--- config.mk ---
export PLATFORM = sky130hd
export DESIGN_NAME = uart_fifo_io
export DESIGN_NICKNAME = d
export VERILOG_FILES = /design/src/rtl/uart_pkg.sv /design/src/rtl/uart_fifo.sv /design/src/rtl/uart_fifo_io.sv
export SDC_FILE = /design/constraint.sdc
export NUM_CORES = 1
export LEC_CHECK = 0
export ABC_AREA = 1
export BUFFER_PORTS_ARGS = -buffer_cell sky130_fd_sc_hd__buf_2
export CAP_MARGIN = 5
export CORE_MARGIN = 8
export CORE_UTILIZATION = 35
export CTS_BUF_LIST = sky130_fd_sc_hd__clkbuf_8 sky130_fd_sc_hd__clkbuf_16
export DETAILED_ROUTE_END_ITERATION = 8
export PLACE_DENSITY = 0.46
export SLEW_MARGIN = 20
export SYNTH_ARGS = -nofsm -noshare
export SYNTH_HDL_FRONTEND = slang
export SYNTH_SLANG_ARGS = --single-unit
--- constraint.sdc ---
create_clock -name CLK -period 3.4 [get_ports CLK]
set_clock_uncertainty 0.2 [all_clocks]
set_input_delay 0.85 -clock CLK [delete_from_list [all_inputs] [get_ports CLK]]
set_output_delay 0.85 -clock CLK [all_outputs]
set_load 0.02 [all_outputs]
--- src/rtl/uart_pkg.sv ---
// Shared constants for the UART with FIFOs: register map, STATUS/CTRL bit
// positions, the serial FSM state encoding and the parity helper.
package uart_pkg;

    localparam logic [2:0] ADDR_DATA   = 3'd0;
    localparam logic [2:0] ADDR_STATUS = 3'd1;
    localparam logic [2:0] ADDR_DIVL   = 3'd2;
    localparam logic [2:0] ADDR_DIVH   = 3'd3;
    localparam logic [2:0] ADDR_CTRL   = 3'd4;

    localparam int STAT_RX_EMPTY   = 0;
    localparam int STAT_RX_FULL    = 1;
    localparam int STAT_TX_EMPTY   = 2;
    localparam int STAT_TX_FULL    = 3;
    localparam int STAT_FRAME_ERR  = 4;
    localparam int STAT_PARITY_ERR = 5;
    localparam int STAT_RX_OVERRUN = 6;

    localparam int CTRL_PEN   = 0;
    localparam int CTRL_PODD  = 1;
    localparam int CTRL_RXIE  = 2;
    localparam int CTRL_TXIE  = 3;
    localparam int CTRL_ERRIE = 4;
    localparam int CTRL_NB    = 5;
    localparam int CTRL_CLR   = 6;

    typedef enum logic [2:0] {
        UART_IDLE   = 3'd0,
        UART_START  = 3'd1,
        UART_DATA   = 3'd2,
        UART_PARITY = 3'd3,
        UART_STOP   = 3'd4
    } uart_state_e;

    // Parity bit that makes the total count of ones even (odd=0) or odd (odd=1).
    function automatic logic parity_bit(input logic [7:0] data, input logic odd);
        return (^data) ^ odd;
    endfunction

endpackage

--- src/rtl/uart_fifo.sv ---
// Byte FIFO with extra-MSB pointers; a pop and a push in the same cycle on a
// full FIFO are both honoured.
module uart_fifo
    import uart_pkg::*;
#(
    parameter int DEPTH = 16
) (
    input  logic       CLK,
    input  logic       RES,
    input  logic       push,
    input  logic [7:0] push_data,
    input  logic       pop,
    output logic [7:0] rd_data,
    output logic       empty,
    output logic       full
);

    localparam int AW = $clog2(DEPTH);

    logic [AW:0] wr_ptr_r;
    logic [AW:0] rd_ptr_r;
    logic [7:0]  mem_r [DEPTH];
    logic        do_pop_s;
    logic        do_push_s;

    assign empty     = (wr_ptr_r == rd_ptr_r);
    assign full      = (wr_ptr_r[AW] != rd_ptr_r[AW]) && (wr_ptr_r[AW-1:0] == rd_ptr_r[AW-1:0]);
    assign do_pop_s  = pop & ~empty;
    assign do_push_s = push & (~full | do_pop_s);
    assign rd_data   = mem_r[rd_ptr_r[AW-1:0]];

    // Pointer update.
    always_ff @(posedge CLK) begin
        if (RES) begin
            wr_ptr_r <= '0;
            rd_ptr_r <= '0;
        end else begin
            if (do_push_s) begin
                wr_ptr_r <= wr_ptr_r + (AW+1)'(1);
            end
            if (do_pop_s) begin
                rd_ptr_r <= rd_ptr_r + (AW+1)'(1);
            end
        end
    end

    // Storage array; contents are meaningless while empty, so no reset.
    always_ff @(posedge CLK) begin
        if (do_push_s) begin
            mem_r[wr_ptr_r[AW-1:0]] <= push_data;
        end
    end

endmodule

--- src/rtl/uart_fifo_io.sv ---
// UART with TX/RX FIFOs behind a two-phase 8-bit register bus, with
// programmable divisor, optional parity, sticky error flags and a level IRQ.
module uart_fifo_io
    import uart_pkg::*;
#(
    parameter int          TX_DEPTH  = 16,
    parameter int          RX_DEPTH  = 16,
    parameter logic [15:0] DIV_RESET = 16'd86
) (
    input  logic       CLK,
    input  logic       RES,
    input  logic       IO_REQ,
    input  logic       IO_WRITE,
    input  logic [2:0] IO_ADDR,
    input  logic [7:0] IO_WDATA,
    output logic [7:0] IO_RDATA,
    output logic       IO_RDY,
    output logic       IRQ,
    output logic       UART_TXD,
    input  logic       UART_RXD
);

    logic        pend_r, pend_wr_r;
    logic [2:0]  pend_addr_r;
    logic [7:0]  pend_wdata_r;
    logic [15:0] div_r;
    logic [7:0]  ctrl_r;
    logic [2:0]  err_r;             // {overrun, parity, frame}

    logic        dp_data_s, stall_s, done_s, reg_wr_s, clr_s;
    logic        tx_push_s, rx_pop_s;
    logic [7:0]  status_s, rdata_s;
    logic        tx_empty_s, tx_full_s, rx_empty_s, rx_full_s, tx_idle_s;
    logic [7:0]  tx_rd_data_s, rx_rd_data_s;
    logic [2:0]  err_set_s;

    uart_state_e tx_state_r, tx_state_n;
    logic [15:0] tx_baud_r, tx_div_r;
    logic [2:0]  tx_bit_r;
    logic [7:0]  tx_shift_r;
    logic        tx_par_r, txd_r, txd_s, tx_load_s, tx_bit_end_s;

    uart_state_e rx_state_r, rx_state_n;
    logic [15:0] rx_baud_r, rx_div_r;
    logic [2:0]  rx_bit_r;
    logic [7:0]  rx_shift_r;
    logic        rx_par_r, rxd_meta_r, rxd_sync_r, rxd_prev_r;
    logic        rx_bit_end_s, rx_half_s, rx_done_s;

    uart_fifo #(.DEPTH(TX_DEPTH)) u_tx_fifo (
        .CLK(CLK), .RES(RES), .push(tx_push_s), .push_data(pend_wdata_r),
        .pop(tx_load_s), .rd_data(tx_rd_data_s), .empty(tx_empty_s), .full(tx_full_s)
    );

    uart_fifo #(.DEPTH(RX_DEPTH)) u_rx_fifo (
        .CLK(CLK), .RES(RES), .push(rx_done_s), .push_data(rx_shift_r),
        .pop(rx_pop_s), .rd_data(rx_rd_data_s), .empty(rx_empty_s), .full(rx_full_s)
    );

    // Data-phase decode: stall conditions and the single-shot push/pop/write strobes.
    always_comb begin
        dp_data_s = pend_r & (pend_addr_r == ADDR_DATA);
        if (dp_data_s && pend_wr_r) begin
            stall_s = tx_full_s;
        end else if (dp_data_s) begin
            stall_s = rx_empty_s & ~ctrl_r[CTRL_NB];
        end else begin
            stall_s = 1'b0;
        end
        done_s    = pend_r & ~stall_s;
        tx_push_s = done_s & dp_data_s & pend_wr_r;
        rx_pop_s  = done_s & dp_data_s & ~pend_wr_r & ~rx_empty_s;
        reg_wr_s  = done_s & pend_wr_r;
        clr_s     = reg_wr_s & (pend_addr_r == ADDR_CTRL) & pend_wdata_r[CTRL_CLR];
    end

    assign tx_idle_s = tx_empty_s & (tx_state_r == UART_IDLE);

    // STATUS byte assembly.
    always_comb begin
        status_s                  = 8'h00;
        status_s[STAT_RX_EMPTY]   = rx_empty_s;
        status_s[STAT_RX_FULL]    = rx_full_s;
        status_s[STAT_TX_EMPTY]   = tx_idle_s;
        status_s[STAT_TX_FULL]    = tx_full_s;
        status_s[STAT_FRAME_ERR]  = err_r[0];
        status_s[STAT_PARITY_ERR] = err_r[1];
        status_s[STAT_RX_OVERRUN] = err_r[2];
    end

    // Read-data mux, driven only during a read data phase.
    always_comb begin
        rdata_s = 8'h00;
        if (pend_r && !pend_wr_r) begin
            case (pend_addr_r)
                ADDR_DATA:   rdata_s = rx_empty_s ? 8'h00 : rx_rd_data_s;
                ADDR_STATUS: rdata_s = status_s;
                ADDR_DIVL:   rdata_s = div_r[7:0];
                ADDR_DIVH:   rdata_s = div_r[15:8];
                ADDR_CTRL:   rdata_s = ctrl_r;
                default:     rdata_s = 8'h00;
            endcase
        end else begin
            rdata_s = 8'h00;
        end
    end

    assign IO_RDATA = rdata_s;
    assign IO_RDY   = ~stall_s;
    assign IRQ      = (ctrl_r[CTRL_RXIE] & ~rx_empty_s) | (ctrl_r[CTRL_TXIE] & tx_idle_s)
                    | (ctrl_r[CTRL_ERRIE] & (|err_r));
    assign UART_TXD = txd_r;

    // Address-phase capture; a stalled data phase holds everything.
    always_ff @(posedge CLK) begin
        if (RES) begin
            pend_r       <= 1'b0;
            pend_wr_r    <= 1'b0;
            pend_addr_r  <= 3'd0;
            pend_wdata_r <= 8'h00;
        end else if (!stall_s) begin
            pend_r <= IO_REQ;
            if (IO_REQ) begin
                pend_wr_r    <= IO_WRITE;
                pend_addr_r  <= IO_ADDR;
                pend_wdata_r <= IO_WDATA;
            end
        end
    end

    assign err_set_s = {rx_done_s & rx_full_s & ~rx_pop_s,
                        rx_done_s & ctrl_r[CTRL_PEN] & (rx_par_r != parity_bit(rx_shift_r, ctrl_r[CTRL_PODD])),
                        rx_done_s & ~rxd_sync_r};

    // Configuration registers and sticky error flags (a new error wins over CLR).
    always_ff @(posedge CLK) begin
        if (RES) begin
            div_r  <= DIV_RESET;
            ctrl_r <= 8'h00;
            err_r  <= 3'b000;
        end else begin
            if (reg_wr_s && pend_addr_r == ADDR_DIVL) begin
                div_r[7:0] <= pend_wdata_r;
            end
            if (reg_wr_s && pend_addr_r == ADDR_DIVH) begin
                div_r[15:8] <= pend_wdata_r;
            end
            if (reg_wr_s && pend_addr_r == ADDR_CTRL) begin
                ctrl_r <= {2'b00, pend_wdata_r[5:0]};
            end
            err_r <= (err_r & ~{3{clr_s}}) | err_set_s;
        end
    end

    assign tx_bit_end_s = (tx_baud_r == tx_div_r);

    // TX state register and shifter datapath.
    always_ff @(posedge CLK) begin
        if (RES) begin
            tx_state_r <= UART_IDLE;
            tx_baud_r  <= 16'd0;
            tx_div_r   <= DIV_RESET;
            tx_bit_r   <= 3'd0;
            tx_shift_r <= 8'h00;
            tx_par_r   <= 1'b0;
            txd_r      <= 1'b1;
        end else begin
            tx_state_r <= tx_state_n;
            txd_r      <= txd_s;
            if (tx_load_s) begin
                tx_shift_r <= tx_rd_data_s;
                tx_par_r   <= parity_bit(tx_rd_data_s, ctrl_r[CTRL_PODD]);
                tx_div_r   <= div_r;
                tx_baud_r  <= 16'd0;
                tx_bit_r   <= 3'd0;
            end else if (tx_state_r != UART_IDLE) begin
                if (tx_bit_end_s) begin
                    tx_baud_r <= 16'd0;
                    if (tx_state_r == UART_DATA) begin
                        tx_shift_r <= {1'b0, tx_shift_r[7:1]};
                        tx_bit_r   <= tx_bit_r + 3'd1;
                    end
                end else begin
                    tx_baud_r <= tx_baud_r + 16'd1;
                end
            end
        end
    end

    // TX next state; the last stop cycle chains straight into the next START.
    always_comb begin
        tx_state_n = tx_state_r;
        case (tx_state_r)
            UART_IDLE:   if (!tx_empty_s) tx_state_n = UART_START; else tx_state_n = UART_IDLE;
            UART_START:  if (tx_bit_end_s) tx_state_n = UART_DATA; else tx_state_n = UART_START;
            UART_DATA: begin
                if (tx_bit_end_s && tx_bit_r == 3'd7) begin
                    tx_state_n = ctrl_r[CTRL_PEN] ? UART_PARITY : UART_STOP;
                end else begin
                    tx_state_n = UART_DATA;
                end
            end
            UART_PARITY: if (tx_bit_end_s) tx_state_n = UART_STOP; else tx_state_n = UART_PARITY;
            UART_STOP: begin
                if (tx_bit_end_s) begin
                    tx_state_n = tx_empty_s ? UART_IDLE : UART_START;
                end else begin
                    tx_state_n = UART_STOP;
                end
            end
            default:     tx_state_n = UART_IDLE;
        endcase
    end

    // TX line level and FIFO load strobe.
    always_comb begin
        tx_load_s = 1'b0;
        txd_s     = 1'b1;
        case (tx_state_r)
            UART_IDLE:   tx_load_s = ~tx_empty_s;
            UART_START:  txd_s = 1'b0;
            UART_DATA:   txd_s = tx_shift_r[0];
            UART_PARITY: txd_s = tx_par_r;
            UART_STOP:   tx_load_s = tx_bit_end_s & ~tx_empty_s;
            default:     txd_s = 1'b1;
        endcase
    end

    assign rx_bit_end_s = (rx_baud_r == rx_div_r);
    assign rx_half_s    = (rx_baud_r == (rx_div_r >> 1));

    // RX synchroniser, state register and sampling datapath.
    always_ff @(posedge CLK) begin
        if (RES) begin
            rxd_meta_r <= 1'b1;
            rxd_sync_r <= 1'b1;
            rxd_prev_r <= 1'b1;
            rx_state_r <= UART_IDLE;
            rx_baud_r  <= 16'd0;
            rx_div_r   <= DIV_RESET;
            rx_bit_r   <= 3'd0;
            rx_shift_r <= 8'h00;
            rx_par_r   <= 1'b0;
        end else begin
            rxd_meta_r <= UART_RXD;
            rxd_sync_r <= rxd_meta_r;
            rxd_prev_r <= rxd_sync_r;
            rx_state_r <= rx_state_n;
            if (rx_state_r == UART_IDLE) begin
                rx_baud_r <= 16'd0;
                rx_bit_r  <= 3'd0;
                rx_div_r  <= div_r;
            end else if (rx_state_r == UART_START) begin
                rx_baud_r <= rx_half_s ? 16'd0 : rx_baud_r + 16'd1;
            end else if (rx_bit_end_s) begin
                rx_baud_r <= 16'd0;
                if (rx_state_r == UART_DATA) begin
                    rx_shift_r <= {rxd_sync_r, rx_shift_r[7:1]};
                    rx_bit_r   <= rx_bit_r + 3'd1;
                end
                if (rx_state_r == UART_PARITY) begin
                    rx_par_r <= rxd_sync_r;
                end
            end else begin
                rx_baud_r <= rx_baud_r + 16'd1;
            end
        end
    end

    // RX next state; a start bit that is high again at half period is a glitch.
    always_comb begin
        rx_state_n = rx_state_r;
        case (rx_state_r)
            UART_IDLE:  if (rxd_prev_r && !rxd_sync_r) rx_state_n = UART_START; else rx_state_n = UART_IDLE;
            UART_START: begin
                if (rx_half_s) begin
                    rx_state_n = rxd_sync_r ? UART_IDLE : UART_DATA;
                end else begin
                    rx_state_n = UART_START;
                end
            end
            UART_DATA: begin
                if (rx_bit_end_s && rx_bit_r == 3'd7) begin
                    rx_state_n = ctrl_r[CTRL_PEN] ? UART_PARITY : UART_STOP;
                end else begin
                    rx_state_n = UART_DATA;
                end
            end
            UART_PARITY: if (rx_bit_end_s) rx_state_n = UART_STOP; else rx_state_n = UART_PARITY;
            UART_STOP:   if (rx_bit_end_s) rx_state_n = UART_IDLE; else rx_state_n = UART_STOP;
            default:     rx_state_n = UART_IDLE;
        endcase
    end

    // RX frame completion strobe (byte pushed at the stop-bit sample).
    always_comb begin
        if (rx_state_r == UART_STOP) begin
            rx_done_s = rx_bit_end_s;
        end else begin
            rx_done_s = 1'b0;
        end
    end

endmodule

# [Yosys cells after proc, flatten, opt, wreduce, memory -nomap -nowiden]
# Memory sizes are Yosys's and may differ from the RTL's. A register that Yosys moved wholly into a read port is not among the register bits.
# Index checks and enable logic that the tools add are counted.
[word_totals] regBits=156 ram_bits=256 input_bits=16 output_inout_bits=11 elab_cells=174 n_memories=2
[op_classes] add_sub_neg=8 n_eq_ne=24 n_mux=38 bitwise=44 reduce_logical=30
[memory_table] memory="u_rx_fifo.mem_r" depth=16 word_bits=8 read_ports=1 rd_ports_with_merged_regs=1 wr=1 line="uart_fifo.sv:22" source="logic [7:0] mem_r [DEPTH];"
[memory_table] memory="u_tx_fifo.mem_r" depth=16 word_bits=8 read_ports=1 rd_ports_with_merged_regs=1 wr=1 line="uart_fifo.sv:22"
[ops] cell="$mux 16" count=4
[ops] cell="$mux 8" count=6
[ops] cell="$pmux 8 s5" count=1
[ops] cell="$add 16x1->16 const B" count=2
[ops] cell="$eq 16x16->1" count=2
[ops] cell="$pmux 3 s5" count=2
[ops] cell="$and 1x1->1" count=24
[ops] cell="$mux 3" count=7
[ops] cell="$add 5x1->5 const B" count=4
[ops] cell="$eq 3x2->1 const B" count=6
[ops] cell="$eq 16x15->1" count=1
[ops] cell="$mux 4" count=4
[ops] cell="$reduce_xor 8->1" count=2
[ops] cell="$eq 3x3->1 const B" count=5
[ops] cell="$not 1->1" count=11
[ops] cell="$eq 5x5->1" count=2
[ops] cell="$logic_and 1x1->1" count=10
[ops] cell="$eq 3x1->1 const B" count=3
[ops] cell="$logic_not 3->1" count=3
[ops] cell="$mux 1" count=9
[ops] cell="$reduce_and 3->1" count=3
[ops] cell="$eq 4x4->1" count=2
[ops] cell="$reduce_and 4->1" count=2
[ops] cell="$add 3x1->3 const B" count=2
[ops] cell="other kinds (15)" count=27

# [Logic depth before layout (Yosys ltp)]
# Gate-level depths: netlist of the first run.
[logic_depth] word_depth=14 mapped_depth=17 depth_no_buf=16

# [By module]
# Synthesis of the first run repeated with hierarchy kept, for this count alone.
[unflattened] cells_unflattened=1944 area_unflattened_um2=18467.7
[by_module_without_submodules] mod="uart_fifo" n_inst=2 cells_per_inst=493 area_each_um2=5843.1 seq_area_each_um2=4124.0
[by_module_without_submodules] mod="uart_fifo_io" n_inst=1 cells_per_inst=958 area_each_um2=6781.5 seq_area_each_um2=2722.6

# [Least setup slack after synthesis of the first run]
# No wires, ideal clock.
[synth_path] path_type="register -> output" startpoint="reg with a tool-made name" endpoint="out IO_RDATA[2]" arrival_ns=1.717 required_time_ns=2.350 path_slack_ns=0.633 path_stages_with_launch=9 path_buffers=2 cell_sequence="dfxtp_1 -> clkbuf_1 -> clkbuf_1 -> o21ai_0 -> o221ai_1 -> o21ai_0 -> nand2_1 -> o211ai_1 -> a21oi_1"
[synth_rtl] item="to (decl)" line="uart_fifo_io.sv:16" source="output logic [7:0] IO_RDATA,"

# [Final worst setup path of the first run]
[layout_path] startpoint="reg pend_addr_r[1]" endpoint="out IO_RDATA[3]"
[layout_between] elab_chain_cells=3 elab_cells_between_ends=7 classes_between="eq/ne (4); mux (2); reduce/logical (1)"
[layout_lines] item="from (decl)" line="uart_fifo_io.sv:24" source="logic [2:0] pend_addr_r;"
[layout_lines] item="from (signal assigned)" line="uart_fifo_io.sv:119" source="pend_addr_r <= 3'd0;"
[layout_lines] item="from (signal assigned)" line="uart_fifo_io.sv:125" source="pend_addr_r <= IO_ADDR;"
[layout_lines] item="$eq 3x3->1, or another cell as far along" line="uart_fifo_io.sv:95" source="case (pend_addr_r)"
[layout_lines] item="$pmux 8 s5 *" line="uart_fifo_io.sv:95"
[layout_lines] item="$mux 8 *" line="uart_fifo_io.sv:94" source="if (pend_r && !pend_wr_r) begin"
# Mark *: on every way between the ends. The rest lies on a longest branch, timed or not.

==> flow_metrics.py, run 1 <==
metrics = {
    "power_and_ir_drop": {
        "p_leak_nw": 7.855,
        "powerDensity_mw_per_mm2": 622.3,
        "ir_drop_mv": 0.3893,
    },
    "die": {
        "initial_core_util_pct": 35.28,
        "die_area_mm2": 0.05901,
        "rows": 83,
        "die_x_um": 242.9,
        "ioPinCount": 27,
        "die_h_um": 242.9,
        "core_area_mm2": 0.05109,
    },
    "place": {
        "place_congestion": 0.8708,
        "dpl.cell_count": 2570,
        "port_buffers": 26,
        "placed_area_mm2": 0.01920,
        "dp_hpwl_um": 32180,
    },
    "cts": {
        "root_buffer": "clkbuf_16",
        "worstSkewPairLatency_ps": 570,
        "cts_buffers": 46,
        "clock_sinks": 420,
        "cts_hold_buf": 0,
        "cts_tree": "yes",
        "clk_pin_slew_ps": 60,
        "cts_buffer_depth": 3,
        "htreeDepth": 2,
    },
    "critical_path": {
        "startpoint_type": "register",
        "r2r_end": "u_tx_fifo.mem_r[4][2]$_DFFE_PP_",
        "required_ps": 2350,
        "crit_path_end": "IO_RDATA[3]",
        "setup.worst_path.start": "pend_addr_r[1]$_SDFFE_PP0P_",
        "crit_fanout": 5,
        "reg2reg_slack_ps": 570,
        "path_class": "register to primary output",
        "end_kind": "primary output",
        "r2r_cells": 8,
        "r2r-start": "u_tx_fifo.wr_ptr_r[1]$_SDFFE_PP0P_",
        "crit_arrival_ps": 2300,
    },
    "logic_synthesis": {
        "synth.area.top_cells": "edfxtp_1 43%, dfxtp_1 18%, nand2_1 6.5%, o21ai_0 5.0%, nor2_1 4.7%",
        "syn_area_per_cell_um2": 9.592,
        "synth_flop_cell": "edfxtp_1",
        "async_flop_share_pct": 0,
        "synth-seq-cells": 420,
        "syn_inst": 1879,
        "yosysTopAreaCell": "edfxtp_1",
        "synth.distinct_cells": 48,
        "synth.most_common_cell": "nand2_1",
        "synth_fp_nets": 1911,
        "synth_top_area_share_pct": 42.65,
        "ys_seq_area_share_pct": 60.87,
        "synth-edff-count": 256,
        "synth_area_mm2": 0.01802,
        "synthTopCellsByCount": "314 x nand2_1, 256 x edfxtp_1, 225 x nor2_1",
        "yosysWarnings": 0,
    },
    "detailed_routing": {
        "drt_pre_antenna_iters": 5,
        "vias": 13280,
        "antenna_left": 0,
        "route.detailed.drc": 0,
        "wl_per_cell_um": 18.35,
        "wl_um": 48830,
        "viasPerCell": 4.992,
        "first_iter_violations": 949,
    },
    "sta": {
        "period_needed_ps": 3345,
        "slew-limit-headroom_pct": 30.07,
        "fmax_ghz": 0.2989,
        "final-hold-violation-count": 0,
        "fin_crit_sh_pct": 98.39,
        "setup_viol": 0,
        "drv_slew": 0,
        "rsz0062_at_grt": "yes",
        "tightest_slew_ps": 1047,
    },
    "layout": {
        "syn2layout_area_growth_pct": 16.99,
        "final_cell_area_mm2": 0.02109,
        "antennaDiodeCount": 0,
        "layout-drive-gt1-share_pct": 12.17,
        "finish.utilization_pct": 41.27,
        "stdcell_count": 2661,
        "final_nets": 1976,
    },
    "grt": {
        "antenna_found_initial": 0,
        "grt_pass1_wl_um": 76020,
        "grt_overflow": 0,
        "grt_max_degree": 76,
        "grt_pass1_vias": 12880,
        "track_usage_pct": 16.28,
    },
    "outcome": {
        "outcome": "completed",
    },
    "hold_path": {
        "hold_path_class": "register to register",
    },
    "flow_run": {
        "max-cap-violations": 0,
    },
}
==> report_power, final <==
part           internal, mW  switching, mW  leakage [nW]
sequential             5.60          0.208          3.69
combinational         0.655           1.39          3.33
clock                  3.25           2.03         0.828
==> layout by cell type, fill, tap and decap left out, types with 3 or more instances in the layout <==
cell type  count
a21oi_2        3
a21oi_1      105
nand2_2        8
o22ai_1       17
or2_2          4
xor2_1        20
buf_2         20
clkinv_1       8
dfxtp_1      155
nor2_1       222
dfxtp_2        8
xnor2_1       30
nor4_1         6
clkinv_2       5
edfxtp_1     256
o211ai_1      16
o21ai_1        8
buf_4         67
bufinv_16      9
ha_1          16
clkbuf_16     49
nand4_1       15
nand2_4        3
clkbuf_8       3
o21ai_0      174
nor3b_2        4
inv_2          8
o2111ai_1      3
a31oi_1        9
nand3_2        3
o221ai_1      20
nand2_1      311
nor3b_1        8
buf_12         8
nor2_2        10
nor3_1        21
nand3_1      127
inv_1        185
nor3_2         9
==> how the worst min path moves through the flow <==
| stage | from | end | slack [ps] | depth (start not counted) |
|---|---|---|---|---|
| 6_report | rxd_meta_r$_SDFF_PP1_ | rxd_sync_r$_SDFF_PP1_ | 210 | 1 |
| 3_3_place_gp | rxd_meta_r$_SDFF_PP1_ | rxd_sync_r$_SDFF_PP1_ | 190 | 1 |
| 3_5_place_dp | rxd_meta_r$_SDFF_PP1_ | rxd_sync_r$_SDFF_PP1_ | 190 | 1 |
| 4_1_cts | rxd_meta_r$_SDFF_PP1_ | rxd_sync_r$_SDFF_PP1_ | 210 | 1 |
| 2_1_floorplan | rxd_meta_r$_SDFF_PP1_ | rxd_sync_r$_SDFF_PP1_ | 190 | 1 |
| 5_1_grt | rxd_meta_r$_SDFF_PP1_ | rxd_sync_r$_SDFF_PP1_ | 220 | 1 |
==> layer usage <==
layer / part of all wire, % / global-route usage (%) / up-vias
met5: 0 / 0 / -
li1: - / - / 6549
met3: 4.4 / 2.163 / 65
met4: 2.5 / 5.360 / 0
met2: 47 / 26.48 / 311
met1: 46 / 22.25 / 6359
==> metrics by stage <==
step	hold slack [ps]	power (mW)	TNS [ps]	worst slack, ps
after global routing	223.6	13.79	-26.95	-12.85
after floorplan	189.5	7.335	0	632.6
final	209.3	13.12	0	54.70
after CTS	209.8	13.26	-67.92	-38.54
after global placement	193.6	7.915	0	399.5
after detailed placement	194.5	7.946	0	392.4
==> sequential cells by signal, summed over array words and instances (netlist names), 5 cells and up, named ones only <==
name / count
ctrl_r: 6
div_r: 16
pend_wdata_r: 8
rx_baud_r: 16
rx_div_r: 16
rx_shift_r: 8
tx_baud_r: 16
tx_div_r: 16
tx_shift_r: 8
u_rx_fifo.mem_r: 128
u_rx_fifo.rd_ptr_r: 5
u_rx_fifo.wr_ptr_r: 5
u_tx_fifo.mem_r: 128
u_tx_fifo.rd_ptr_r: 5
u_tx_fifo.wr_ptr_r: 5
==> worst max-delay path, stage by stage, from the launching register on <==
cell      delay (ps)
dfxtp_1          380
inv_1            100
nor3_1           170
buf_4            180
inv_1            110
o22ai_1          370
a211oi_2          90
nor2_1           160
buf_4            170
==> cells by family after synthesis <==
group	count (synthesis)	share of synthesized area (%)
buf+inv	265	5.824
flops	420	60.87
compound gates	369	11.39
simple gates	757	18.28
fa+ha+maj	16	1.111
xor+xnor	52	2.527
==> what timing repair did <==
action / in CTS / in global routing
pin swaps: 3 / 10
setup buffers: 0 / 4
cloned: 0 / 2
setup endpoints to repair: 8 / 9
resized for setup: 23 / 43
==> area by class of cell <==
type,count,area (µm²)
Fill cell,5003,30010
Multi-Input combinational cell,1194,6125
Clock inverter,35,381.6
Sequential cell,420,10980
Tap cell,680,850.8
Clock buffer,50,1217
Inverter,184,701.9
Timing Repair Buffer,98,824.5
Note: power is estimated with default switching activity, not from simulation.
==> run 2: changes to the inputs <==
CORE_UTILIZATION = 30   (was 35)
PLACE_DENSITY = unset   (was 0.46)
PLACE_DENSITY_LB_ADDON = 0.3   (was unset)
==> flow_metrics.py, run 2 (synthesized netlist as in run 1, its figures left out) <==
metrics = {
    "detailed_routing": {
        "drt_pre_antenna_iters": 5,
        "viasPerCell": 4.811,
        "wl_per_cell_um": 17.14,
        "first_iter_violations": 1144,
        "route.detailed.drc": 0,
        "vias": 13310,
        "wl_um": 47420,
        "antenna_left": 0,
    },
    "critical_path": {
        "path_class": "register to primary output",
        "reg2reg_slack_ps": 560,
        "required_ps": 2350,
        "crit_arrival_ps": 2350,
        "r2r_end": "u_rx_fifo.mem_r[0][0]$_DFFE_PP_",
        "r2r_cells": 11,
        "r2r-start": "rx_baud_r[4]$_SDFF_PP0_",
        "end_kind": "primary output",
        "crit_fanout": 18,
        "startpoint_type": "register",
    },
    "sta": {
        "setup_viol": 1,
        "fin_crit_sh_pct": 100.0,
        "hold_ws_ps": 210.7,
        "final-hold-violation-count": 0,
        "setup_slack_ps": -0.7714,
        "drv_slew": 0,
        "rsz0062_at_grt": "yes",
        "slew-limit-headroom_pct": 36.51,
        "tightest_slew_ps": 951.0,
        "fmax_ghz": 0.2941,
        "period_needed_ps": 3401,
    },
    "cts": {
        "root_buffer": "clkbuf_16",
        "htreeDepth": 2,
        "cts_buffers": 47,
        "cts_tree": "yes",
        "clock_sinks": 420,
        "cts_hold_buf": 0,
        "cts_buffer_depth": 3,
        "worstSkewPairLatency_ps": 590,
        "clk_pin_slew_ps": 60,
    },
    "outcome": {
        "failed_checks": "negative setup slack",
        "outcome": "complete, but fails checks",
    },
    "place": {
        "dp_hpwl_um": 31460,
        "dp_slack_ps": 455.0,
        "port_buffers": 26,
        "place_congestion": 0.8719,
    },
    "grt": {
        "track_usage_pct": 13.66,
        "grt_max_degree": 76,
        "antenna_found_initial": 0,
        "grt_overflow": 0,
        "grt_pass1_vias": 12830,
        "grt_pass1_wl_um": 73100,
    },
    "layout": {
        "antennaDiodeCount": 0,
        "syn2layout_area_growth_pct": 17.72,
        "final_nets": 1977,
        "final_cell_mix": "307 x nand2_1, 256 x edfxtp_1, 220 x nor2_1",
        "final_common_cell": "nand2_1",
        "layout-drive-gt1-share_pct": 12.95,
    },
    "die": {
        "initial_core_util_pct": 30.09,
        "die_area_mm2": 0.06818,
        "core_area_mm2": 0.05991,
        "die_x_um": 261.1,
        "ioPinCount": 27,
        "die_h_um": 261.1,
        "rows": 90,
    },
    "hold_path": {
        "hold_path_class": "register to register",
        "hold_end": "rxd_sync_r$_SDFF_PP1_",
        "min_from": "rxd_meta_r$_SDFF_PP1_",
        "holdPathStages": 1,
    },
    "power_and_ir_drop": {
        "p_leak_nw": 7.835,
        "powerDensity_mw_per_mm2": 604.4,
        "power_mw": 12.82,
        "ir_drop_mv": 0.3880,
    },
    "flow_run": {
        "max-cap-violations": 0,
    },
}
==> run 2: changes by cell type in the layout (fill, tap and decap cells not counted), moves of 3 or more <==
cell / change
o21ai_0: -3
o22ai_2: +3
dfxtp_2: +3
nand2_1: -4
a31oi_1: -3
o21ai_2: +3
nand2_2: +4
clkbuf_8: +4
bufinv_16: -6
dfxtp_1: -3
==> run 2: through the flow <==
step	utilization (%)	cell area, µm²	instances	setup TNS (ps)
2_1_floorplan	-	18020	1879	0
3_3_place_gp	32.26	19330	2674	0
3_5_place_dp	32.26	19330	2674	0
4_1_cts	34.97	20950	2762	0
5_1_grt	35.42	21220	2766	-247.7
6_report	35.42	21220	2766	-0.7714
==> run 2: worst max-delay path by stage <==
stage	from	end	slack, ps	cells after the start
floorplan	register	IO_RDATA[2]	630	8
global placement	register	IO_RDATA[3]	450	9
detailed placement	register	IO_RDATA[3]	450	9
CTS	register	IO_RDATA[7]	2	9
global route	register	IO_RDATA[5]	-50	9
finish	register	IO_RDATA[2]	-0.8	9
==> run 2: area by class of cell <==
class	count	area, µm²
Inverter	184	701.9
Timing Repair Buffer	98	839.6
Sequential cell	420	10990
Tap cell	782	978.4
Clock buffer	54	1272
Clock inverter	34	271.5
Multi-Input combinational cell	1194	6166
Fill cell	6024	38690
==> run 2: power breakdown <==
part	total (mW)	internal [mW]	leakage, nW	switching [mW]
Sequential	5.79	5.60	3.69	0.194
Clock	5.00	2.91	0.796	2.09
Combinational	2.03	0.655	3.34	1.37
Total	12.8	9.16	7.83	3.66
==> run 2: what timing repair did <==
item | 4_1_cts | 5_1_grt
gates resized for setup | 24 | 62
cloned | 0 | 3
pin swaps | 1 | 15
setup buffers | 0 | 1
endpoints found under the hold margin | 0 | 0
setup endpoints to repair | 9 | 10
==> run 2: layer usage <==
metal / routed length [µm] / GRT usage [%]
met1: 22070 / 18.67
met2: 21490 / 21.80
met3: 2481 / 2.167
met4: 1377 / 4.892
met5: 0 / 0
==> run 2: worst max-delay path: stages (launching register included) <==
cell      delay, ps
dfxtp_4         390
inv_6           110
buf_8           160
nor2_1           50
o22ai_1         200
nor2_1           80
a31oi_1         200
o211ai_1        130
a21oi_1         250
buf_4           190
==> run 3: changes to the inputs <==
ABC_AREA = unset   (was 1)
==> flow_metrics.py, run 3 <==
metrics = {
    "cts": {
        "root_buffer": "clkbuf_16",
        "cts_buffers": 44,
        "clock_sinks": 420,
        "cts_hold_buf": 0,
        "htreeDepth": 2,
        "worstSkewPairLatency_ps": 580,
        "clk_pin_slew_ps": 60,
        "cts_buffer_depth": 3,
        "cts_tree": "yes",
    },
    "logic_synthesis": {
        "syn_area_per_cell_um2": 13.70,
        "yosysWarnings": 0,
        "synth_top_area_share_pct": 44.03,
        "synthTopCellsByCount": "256 x edfxtp_1, 164 x dfxtp_1, 150 x nor2_1",
        "synth.area.top_cells": "edfxtp_1 44%, dfxtp_1 19%, mux4_2 7.9%, nor2_1 3.2%, xnor2_1 3.2%",
        "synth_fp_nets": 1306,
        "synth_flop_cell": "edfxtp_1",
        "ys_seq_area_share_pct": 62.84,
        "synth.distinct_cells": 60,
        "synth_area_mm2": 0.01746,
        "synth-seq-cells": 420,
        "async_flop_share_pct": 0,
        "synth.most_common_cell": "edfxtp_1",
        "syn_inst": 1274,
        "yosysTopAreaCell": "edfxtp_1",
        "synth-edff-count": 256,
    },
    "outcome": {
        "outcome": "complete, but fails checks",
        "failed_checks": "negative setup slack",
    },
    "detailed_routing": {
        "vias": 10240,
        "route.detailed.drc": 0,
        "wl_per_cell_um": 18.76,
        "antenna_left": 0,
        "wl_um": 40150,
        "viasPerCell": 4.787,
        "first_iter_violations": 787,
        "drt_pre_antenna_iters": 6,
    },
    "hold_path": {
        "min_from": "rxd_meta_r$_SDFF_PP1_",
        "hold_path_class": "register to register",
        "hold_end": "rxd_sync_r$_SDFF_PP1_",
        "holdPathStages": 1,
    },
    "place": {
        "dp_slack_ps": 141.6,
        "place_congestion": 0.7798,
        "dp_hpwl_um": 26160,
        "port_buffers": 26,
    },
    "critical_path": {
        "end_kind": "primary output",
        "r2r_cells": 8,
        "r2r_end": "tx_par_r$_SDFFE_PP0N_",
        "startpoint_type": "register",
        "required_ps": 2350,
        "crit_fanout": 6,
        "reg2reg_slack_ps": 280,
        "crit_arrival_ps": 2670,
        "path_class": "register to primary output",
    },
    "power_and_ir_drop": {
        "p_sw_share_pct": 24.03,
        "power_switching_mw": 2.846,
        "pwr-share-seq_pct": 47.3,
        "p_int_mw": 8.996,
        "ir_drop_mv": 0.4339,
        "combPwrFrac_pct": 11.4,
        "p_leak_nw": 6.960,
        "powerDensity_mw_per_mm2": 579.7,
        "power_frac_clock_pct": 41.2,
    },
    "die": {
        "ioPinCount": 27,
        "initial_core_util_pct": 30.32,
        "die_h_um": 257.2,
        "rows": 88,
        "die_x_um": 257.2,
        "die_area_mm2": 0.06617,
        "core_area_mm2": 0.05759,
    },
    "sta": {
        "period_needed_ps": 3723,
        "setup_viol": 8,
        "tightest_slew_ps": 894.1,
        "fin_crit_sh_pct": 109.5,
        "setup_slack_ps": -323.1,
        "drv_slew": 0,
        "slew-limit-headroom_pct": 40.31,
        "fmax_ghz": 0.2686,
        "hold_ws_ps": 227.4,
        "final-hold-violation-count": 0,
        "rsz0062_at_grt": "yes",
    },
    "layout": {
        "antennaDiodeCount": 0,
        "finish.utilization_pct": 35.48,
        "final_cell_mix": "256 x edfxtp_1, 154 x dfxtp_1, 150 x nor2_1",
        "syn2layout_area_growth_pct": 17.01,
        "layout-drive-gt1-share_pct": 18.91,
        "final_nets": 1375,
        "final_common_cell": "edfxtp_1",
    },
    "flow_run": {
        "max-cap-violations": 0,
    },
    "grt": {
        "track_usage_pct": 11.96,
        "grt_overflow": 0,
        "antenna_found_initial": 0,
        "grt_pass1_wl_um": 62380,
        "grt_max_degree": 67,
        "grt_pass1_vias": 10350,
    },
}
## run 3: logic make-up after synthesis
group	synth area share, %
flops	62.84
simple gates	10.65
mux	13.16
xor+xnor	6.177
compound gates	3.583
buf+inv	2.444
fa+ha+maj	1.147
## run 3: final cells by class
class	instances	area (µm²)
clock buffer	51	1231
clock inverter	27	262.8
fill	5499	37160
inverter	11	41.29
multi-input combinational	771	6127
sequential	420	10990
tap	765	957.2
timing repair buffer	95	820.8
## run 3: worst max path at each step
stage / cells past startpoint / end / slack [ps]
global placement: 6 / IO_RDATA[7] / 180
global route: 6 / IO_RDATA[5] / -430
detailed placement: 6 / IO_RDATA[7] / 140
CTS: 6 / IO_RDATA[5] / -360
floorplan: 6 / IO_RDATA[6] / 3
finish: 6 / IO_RDATA[5] / -320
## run 3: routing by layer
| metal | wire [µm] | vias to the layer above | GRT usage (%) |
|---|---|---|---|
| met4 | 1121 | 0 | 4.085 |
| met5 | 0 | - | 0 |
| li1 | - | 4819 | - |
| met1 | 18550 | 5145 | 16.19 |
| met3 | 1536 | 65 | 1.654 |
| met2 | 18930 | 215 | 19.55 |
## run 3: what timing repair did
item                       4_1_cts  5_1_grt
setup endpoints to repair       10       10
resized for setup               16       11
pin swaps                        5        2
setup buffers                    6        0
gates cloned                     1        0
## run 3: power groups by stage
stage / clock [mW] / combinational [mW] / sequential (mW)
after detailed placement: 0 / 1.36 / 5.71
after global placement: 0 / 1.34 / 5.71
after global routing: 5.20 / 1.47 / 5.62
after CTS: 5.02 / 1.37 / 5.60
final: 4.88 / 1.36 / 5.60
after floorplan: 0 / 1.04 / 5.66
## run 3: per-stage QoR
stage,instances,instance area (µm²),setup TNS (ps),power [mW]
after detailed placement,2055,18740,0,7.075
after floorplan,1274,17460,0,6.697
final,2140,20430,-2112,11.84
after global routing,2140,20430,-2849,12.29
after CTS,2140,20400,-2437,12.00
after global placement,2055,18740,0,7.047
## run 3: critical path, cell delays in order (launching register included)
cell,delay (ps)
dfxtp_4,410
buf_12,150
mux4_2,500
mux4_2,500
a221oi_2,260
nor2_1,90
buf_4,180
